===== src/rtl/exec_slice_pkg.sv =====
// exec_slice_pkg
//   Shared definitions for the decode/execute/memory slice:
//   datapath and memory widths, instruction field positions,
//   the 4-bit opcode enum and a small opcode-extraction helper.
package exec_slice_pkg;

  localparam int DW = 8;   // datapath width
  localparam int AW = 8;   // data-memory address width, depth 2**AW
  localparam int IW = 9;   // instruction width

  localparam int OP_MSB   = 8;
  localparam int OP_LSB   = 5;
  localparam int RA_MSB   = 4;
  localparam int RA_LSB   = 3;
  localparam int IMM_MSB  = 2;
  localparam int IMM_LSB  = 0;
  localparam int TARG_MSB = 1;
  localparam int TARG_LSB = 0;

  typedef enum logic [3:0] {
    OP_ADD   = 4'h0,
    OP_SUB   = 4'h1,
    OP_AND   = 4'h2,
    OP_OR    = 4'h3,
    OP_XOR   = 4'h4,
    OP_SHL   = 4'h5,
    OP_SHR   = 4'h6,
    OP_ADDI  = 4'h7,
    OP_MOV   = 4'h8,
    OP_LDI   = 4'h9,
    OP_LOAD  = 4'hA,
    OP_STORE = 4'hB,
    OP_BRZ   = 4'hC,
    OP_CMP   = 4'hD,
    OP_NOP   = 4'hE,
    OP_HALT  = 4'hF
  } op_e;

  // All 16 codes are defined, so the cast can never produce an
  // out-of-range enum value.
  function automatic op_e decodeOp(input logic [IW-1:0] instr);
    return op_e'(instr[OP_MSB:OP_LSB]);
  endfunction

endpackage


===== src/rtl/exec_slice_if.sv =====
// exec_slice_if
//   Bundles the instruction/operand inputs and the strobe, flag and
//   data outputs of exec_slice.
//   master : the surrounding core (register file / PC side) driving
//            the instruction and operands, observing the results.
//   slave  : exec_slice itself.
interface exec_slice_if;
  import exec_slice_pkg::*;

  logic [IW-1:0] Instruction;
  logic [DW-1:0] DataA;
  logic [DW-1:0] DataB;
  logic          SC_in;

  logic          BranchEn;
  logic          RegWrEn;
  logic          MemWrEn;
  logic          ALUEn;
  logic          Ack;
  logic [1:0]    TargSel;
  logic [DW-1:0] AluOut;
  logic          Zero;
  logic          Parity;
  logic          Odd;
  logic [DW-1:0] MemOut;
  logic [DW-1:0] WbData;

  modport master (
    output Instruction, DataA, DataB, SC_in,
    input  BranchEn, RegWrEn, MemWrEn, ALUEn, Ack, TargSel,
    input  AluOut, Zero, Parity, Odd, MemOut, WbData
  );

  modport slave (
    input  Instruction, DataA, DataB, SC_in,
    output BranchEn, RegWrEn, MemWrEn, ALUEn, Ack, TargSel,
    output AluOut, Zero, Parity, Odd, MemOut, WbData
  );

endinterface


===== src/rtl/exec_alu.sv =====
// exec_alu
//   Purely combinational ALU for the slice.
//   Ports:
//     op     in   opcode
//     A, B   in   register-file operands
//     imm    in   3-bit immediate, zero-extended where used
//     SC_in  in   shift carry-in
//     AluOut out  result, modulo 2**DW
//     Zero, Parity, Odd  out  flags derived from AluOut
module exec_alu
  import exec_slice_pkg::*;
(
  input  op_e           op,
  input  logic [DW-1:0] A,
  input  logic [DW-1:0] B,
  input  logic [2:0]    imm,
  input  logic          SC_in,
  output logic [DW-1:0] AluOut,
  output logic          Zero,
  output logic          Parity,
  output logic          Odd
);

  always_comb begin
    AluOut = '0;
    unique case (op)
      OP_ADD:   AluOut = A + B;
      OP_SUB:   AluOut = A - B;
      OP_AND:   AluOut = A & B;
      OP_OR:    AluOut = A | B;
      OP_XOR:   AluOut = A ^ B;
      OP_SHL:   AluOut = {A[DW-2:0], SC_in};
      OP_SHR:   AluOut = {SC_in, A[DW-1:1]};
      OP_ADDI:  AluOut = A + DW'(imm);
      OP_MOV:   AluOut = B;
      OP_LDI:   AluOut = DW'(imm);
      OP_LOAD:  AluOut = B;   // passes the address through; write-back comes from memory
      OP_STORE: AluOut = A;
      OP_BRZ:   AluOut = A;   // Zero then reflects A for the PC's branch decision
      OP_CMP:   AluOut = A - B;
      OP_NOP:   AluOut = '0;
      OP_HALT:  AluOut = '0;
      default:  AluOut = '0;
    endcase
  end

  assign Zero   = (AluOut == '0);
  assign Parity = ^AluOut;
  assign Odd    = AluOut[0];

endmodule


===== src/rtl/exec_slice.sv =====
// exec_slice
//   Single-cycle decode/execute/memory slice of the 9-bit-instruction,
//   8-bit-datapath processor. Decodes the instruction into PC and
//   register-file strobes, runs the ALU, holds the data memory and
//   selects the write-back value.
//   Ports:
//     Clk    in   clock, posedge
//     Reset  in   synchronous, active-high; clears the data memory
//     bus    slave side of exec_slice_if (instruction, operands,
//            strobes, flags, MemOut, WbData)
module exec_slice
  import exec_slice_pkg::*;
(
  input  logic       Clk,
  input  logic       Reset,
  exec_slice_if.slave bus
);

  op_e           op;
  logic [2:0]    imm;
  logic [DW-1:0] aluOut;
  logic [DW-1:0] memOut;
  logic [DW-1:0] mem [2**AW];

  // ra selects the write-back register inside the register file; the
  // slice itself never needs it.
  logic          unusedRa;
  assign unusedRa = ^bus.Instruction[RA_MSB:RA_LSB];

  assign op  = decodeOp(bus.Instruction);
  assign imm = bus.Instruction[IMM_MSB:IMM_LSB];

  exec_alu uAlu (
    .op     (op),
    .A      (bus.DataA),
    .B      (bus.DataB),
    .imm    (imm),
    .SC_in  (bus.SC_in),
    .AluOut (aluOut),
    .Zero   (bus.Zero),
    .Parity (bus.Parity),
    .Odd    (bus.Odd)
  );

  // Decode: strobes are combinational and independent of Reset.
  always_comb begin
    bus.BranchEn = 1'b0;
    bus.RegWrEn  = 1'b0;
    bus.MemWrEn  = 1'b0;
    bus.ALUEn    = 1'b0;
    bus.Ack      = 1'b0;
    bus.TargSel  = 2'd0;
    unique case (op)
      OP_ADD, OP_SUB, OP_AND, OP_OR, OP_XOR,
      OP_SHL, OP_SHR, OP_ADDI, OP_MOV, OP_LDI: begin
        bus.RegWrEn = 1'b1;
        bus.ALUEn   = 1'b1;
      end
      OP_LOAD:  bus.RegWrEn = 1'b1;
      OP_STORE: bus.MemWrEn = 1'b1;
      OP_BRZ: begin
        bus.BranchEn = 1'b1;
        bus.TargSel  = bus.Instruction[TARG_MSB:TARG_LSB];
      end
      OP_HALT:  bus.Ack = 1'b1;
      OP_CMP, OP_NOP: ;
      default: ;
    endcase
  end

  // Data memory: asynchronous read, synchronous write; Reset wins
  // over a simultaneous STORE.
  always_ff @(posedge Clk) begin
    if (Reset) begin
      for (int i = 0; i < 2**AW; i++) mem[i] <= '0;
    end else if (bus.MemWrEn) begin
      mem[bus.DataB[AW-1:0]] <= bus.DataA;
    end
  end

  assign memOut     = mem[bus.DataB[AW-1:0]];
  assign bus.AluOut = aluOut;
  assign bus.MemOut = memOut;
  assign bus.WbData = bus.ALUEn ? aluOut : memOut;

endmodule


===== src/flat_wrapper.sv =====
// flat-port wrapper written by rule: the top's interface ports become plain ports
module exec_slice_flat import exec_slice_pkg::*;
  (Clk, Reset, bus_Instruction, bus_DataA, bus_DataB, bus_SC_in, bus_BranchEn, bus_RegWrEn, bus_MemWrEn, bus_ALUEn, bus_Ack, bus_TargSel, bus_AluOut, bus_Zero, bus_Parity, bus_Odd, bus_MemOut, bus_WbData);
  exec_slice_if bus_i ();
  input  logic Clk;
  input  logic Reset;
  input wire logic [$bits(bus_i.Instruction)-1:0] bus_Instruction;
  input wire logic [$bits(bus_i.DataA)-1:0] bus_DataA;
  input wire logic [$bits(bus_i.DataB)-1:0] bus_DataB;
  input wire logic [$bits(bus_i.SC_in)-1:0] bus_SC_in;
  output wire logic [$bits(bus_i.BranchEn)-1:0] bus_BranchEn;
  output wire logic [$bits(bus_i.RegWrEn)-1:0] bus_RegWrEn;
  output wire logic [$bits(bus_i.MemWrEn)-1:0] bus_MemWrEn;
  output wire logic [$bits(bus_i.ALUEn)-1:0] bus_ALUEn;
  output wire logic [$bits(bus_i.Ack)-1:0] bus_Ack;
  output wire logic [$bits(bus_i.TargSel)-1:0] bus_TargSel;
  output wire logic [$bits(bus_i.AluOut)-1:0] bus_AluOut;
  output wire logic [$bits(bus_i.Zero)-1:0] bus_Zero;
  output wire logic [$bits(bus_i.Parity)-1:0] bus_Parity;
  output wire logic [$bits(bus_i.Odd)-1:0] bus_Odd;
  output wire logic [$bits(bus_i.MemOut)-1:0] bus_MemOut;
  output wire logic [$bits(bus_i.WbData)-1:0] bus_WbData;
  assign bus_i.Instruction = bus_Instruction;
  assign bus_i.DataA = bus_DataA;
  assign bus_i.DataB = bus_DataB;
  assign bus_i.SC_in = bus_SC_in;
  assign bus_BranchEn = bus_i.BranchEn;
  assign bus_RegWrEn = bus_i.RegWrEn;
  assign bus_MemWrEn = bus_i.MemWrEn;
  assign bus_ALUEn = bus_i.ALUEn;
  assign bus_Ack = bus_i.Ack;
  assign bus_TargSel = bus_i.TargSel;
  assign bus_AluOut = bus_i.AluOut;
  assign bus_Zero = bus_i.Zero;
  assign bus_Parity = bus_i.Parity;
  assign bus_Odd = bus_i.Odd;
  assign bus_MemOut = bus_i.MemOut;
  assign bus_WbData = bus_i.WbData;
  exec_slice u_core (.Clk(Clk), .Reset(Reset), .bus(bus_i));
endmodule

===== config.mk =====
export PLATFORM = sky130hd
export DESIGN_NAME = exec_slice_flat
export DESIGN_NICKNAME = d
export VERILOG_FILES = /design/src/rtl/exec_slice_pkg.sv /design/src/rtl/exec_slice_if.sv /design/src/rtl/exec_alu.sv /design/src/rtl/exec_slice.sv /design/src/flat_wrapper.sv
export SDC_FILE = /design/constraint.sdc
export NUM_CORES = 2
export LEC_CHECK = 0
export CORE_MARGIN = 1
export CORE_UTILIZATION = 50
export DETAILED_ROUTE_END_ITERATION = 8
export PLACE_DENSITY = 0.65
export SLEW_MARGIN = 20
export SYNTH_ARGS = -nofsm -noshare
export SYNTH_HDL_FRONTEND = slang
export SYNTH_SLANG_ARGS = --single-unit

===== constraint.sdc =====
create_clock -name Clk -period 23.7 [get_ports Clk]
set_clock_uncertainty 0.2 [all_clocks]
set_input_delay 7.11 -clock Clk [delete_from_list [all_inputs] [get_ports Clk]]
set_output_delay 7.11 -clock Clk [all_outputs]
set_load 0.005 [all_outputs]

==> results.sh <==
export IMPL_hold_viol=0
export IMPL_drive_gt1_frac=0.177
export IMPL_fp_dieW_um=437
export IMPL_mostFrequentLayoutCells="nor3_1 (2063), edfxtp_1 (2048), mux4_2 (604)"
export IMPL_cts_root_buf="clkbuf_16"
export IMPL_ys_warn_count=0
export IMPL_routedWlPerCell_um=31.4
export IMPL_n_fill_cell=14896
export IMPL_final_common_cell="nor3_1"
export IMPL_syn_to_final_growth_pct=8.52
export IMPL_largest_register="u_core.mem"
export IMPL_max_cap_viol_count=0
export IMPL_cp_required_ns=16.39
export IMPL_avgSynthCellArea_um2=14.7
export IMPL_yosys_area_top_type="edfxtp_1"
export IMPL_grt_pass1_vias=56947
export IMPL_drc=0
export IMPL_die_area_mm2=0.191
export IMPL_dp_slack_ns=3.57
export IMPL_finalNetCount=5983
export IMPL_syn_nets=6511
export IMPL_ioPinCount=62
export IMPL_cts_buffers=209
export IMPL_ant_nets=0
export IMPL_clock_path_buffers=3
export IMPL_cts_setup_buffers=0
export IMPL_seq_area_mm2=0.0615
export IMPL_rsz0062_at_grt="false"
export IMPL_status="finished clean"
export IMPL_rows=159
export IMPL_ctsHtreeMaxLevel=4
export IMPL_worstSetupStartpoint="bus_DataB[0]"
export IMPL_vias=58552
export IMPL_synth_cell_type_count=66
export IMPL_drt_first_pass_iters=5
export IMPL_hold_path_class="in -> reg"
export IMPL_die_h_um=437
export IMPL_first_iter_violations=7612
export IMPL_grt_max_degree=137
export IMPL_largest_reg_flops=2048
export IMPL_grt_pass1_wl_mm=396
export IMPL_grt_ovfl_total=0
export IMPL_crit_type="in -> out"
export IMPL_max_stage_delay_ns=0.85
export IMPL_grt_util_all_layers=0.281
export IMPL_fin_crit_ns=20.21
export IMPL_cp_arrival_ns=12.90
export IMPL_p_per_area_mw_per_mm2=79.3
export IMPL_leakage_uw=0.0301
export IMPL_slowest_stage="a2111oi_0"
export IMPL_synthCells=6448
export IMPL_totalWireLength_mm=270
export IMPL_ir_worst_vdd_mv=0.0667
export IMPL_top_regs="u_core.mem: 2048 flops"
export IMPL_slew_limit_headroom=0.198
export IMPL_synthFlopType="edfxtp_1"
export IMPL_clkSinkCount=2048
export IMPL_portBuffers=59
export IMPL_period_share=0.853
export IMPL_antenna_found_initial=8
export IMPL_holdBufCountCts=0
export IMPL_cts_resized=0
export IMPL_clk_pin_slew_worst_paths_ns=0.06
export IMPL_yosysTopAreaCellShare=0.649
export IMPL_syn_area_mm2=0.0948
export IMPL_hold_depth=3
export IMPL_cts_tree="yes"
export IMPL_multiInputGateArea_mm2=0.0297
export IMPL_dp_hpwl_mm=156
export IMPL_async_reset_ff_frac=0
export IMPL_path_max_fanout=56
export IMPL_whs_ns=7.02
export IMPL_drt_vias_per_instance=6.82
export IMPL_initial_core_util=0.504
export IMPL_report_final_slew_viol_count=0
export IMPL_fmax_mhz=49.5
export IMPL_synth_area_leaders="edfxtp_1 (65%), mux4_2 (14%), nor3_1 (11%)"
export IMPL_tightest_slew_ns=1.19
export IMPL_crit_chain="buf_8 -> buf_4 -> buf_4 -> mux4_2 -> mux4_2 -> and3_1 -> a2111oi_0 -> nand4_1 -> nor2_1 -> a21oi_1 -> clkdlybuf4s50_1"
export IMPL_finalWorstSetupSlack_ns=3.49
export IMPL_crit_path_start_kind="primary input"
export IMPL_setup_tns_final_ns=0
export IMPL_endpoint="bus_WbData[2]"
export IMPL_synth_edf_count=2048
export IMPL_synth_seq_area_share=0.649
export IMPL_gp_congestion=0.938
export IMPL_finalPower_uw=8150
export IMPL_yosys_register_bits=2048
export IMPL_core_mm2=0.188
export IMPL_setup_viol_count_final=0
export IMPL_cp_end_kind="output pin"
## worst min-delay path by stage
stage	startpoint	endpoint	slack, ns
6_report	bus_DataB[5]	u_core.mem[162][1]	7.02
5_1_grt	bus_DataB[5]	u_core.mem[160][5]	7.07
4_1_cts	bus_DataB[5]	u_core.mem[162][0]	6.99
3_5_place_dp	bus_DataB[5]	u_core.mem[162][0]	7.91
3_3_place_gp	bus_DataB[5]	u_core.mem[162][1]	7.90
2_1_floorplan	bus_DataA[0]	u_core.mem[154][0]	7.50
## kinds of logic (layout without fill, tap and decap cells)
group                    count (synthesis)  after routing  synth area share
AND/OR/NAND/NOR                       2295           2295             0.121
adder cells (fa/ha/maj)                 35             35           0.00470
XOR/XNOR                                10             10          0.000924
multiplexers                           669            669             0.150
AO/OA/AOI/OAI                          436            436            0.0333
flip-flops                            2048           2048             0.649
buffers and inverters                  955            597            0.0407
other                                    0              5                 0
## metal layers
| metal | global-route usage | vias to the layer above | wire [µm] |
|---|---|---|---|
| met4 | 0.121 | 6 | 12500 |
| met2 | 0.438 | 3176 | 128000 |
| met5 | 0 | - | 39 |
| met3 | 0.0601 | 503 | 27500 |
| li1 | - | 24568 | - |
| met1 | 0.384 | 30299 | 102000 |
## critical path, delay by kind of cell
family          cells  cell delay, ns
buf+inv             4            2.32
mux                 2            1.19
simple gates        3            1.14
compound gates      2            0.91
## synth_stat cells, types with 5 or more instances
cell type and instances:
clkinv_1 9, a22oi_1 31, buf_1 119, mux2i_1 60
clkbuf_1 713, a211oi_1 6, a221oi_1 10, nor3_1 2063
inv_1 22, and3_1 15, buf_2 47, ha_1 34
o22ai_1 14, o21bai_1 256, nand3_1 24, mux4_2 604
and2_1 11, a31oi_1 6, nand2b_1 12, a2111oi_0 5
nor2b_1 16, nand2_1 92, nand4_1 8, buf_4 27
a21oi_1 31, buf_6 15, xnor2_1 6, nor2_1 34
edfxtp_1 2048, o21ai_0 33, mux2_2 5, o32ai_1 5
## area by class of cell
cell class / count / share of cell area
Antenna cell: 5 / 0.000122
Clock buffer: 251 / 0.0524
Clock inverter: 130 / 0.0118
Inverter: 34 / 0.00190
Multi-Input combinational cell: 3445 / 0.289
Sequential cell: 2048 / 0.598
Tap cell: 2495 / 0.0304
Timing Repair Buffer: 182 / 0.0164
## power by group
group          internal, µW  switching [µW]  leakage (µW)
registers              4160            46.7        0.0194
logic                   257             470       0.00750
clock network          1780            1440       0.00321
## metrics by stage
stage	utilization	std cells	instance area, µm²
detailed placement	0.512	8204	96200
floorplan	-	6448	94800
global route	0.547	8586	103000
CTS	0.547	8585	103000
finish	0.547	8590	103000
global placement	0.512	8204	96200
Note: power is estimated with default switching activity, not from simulation.
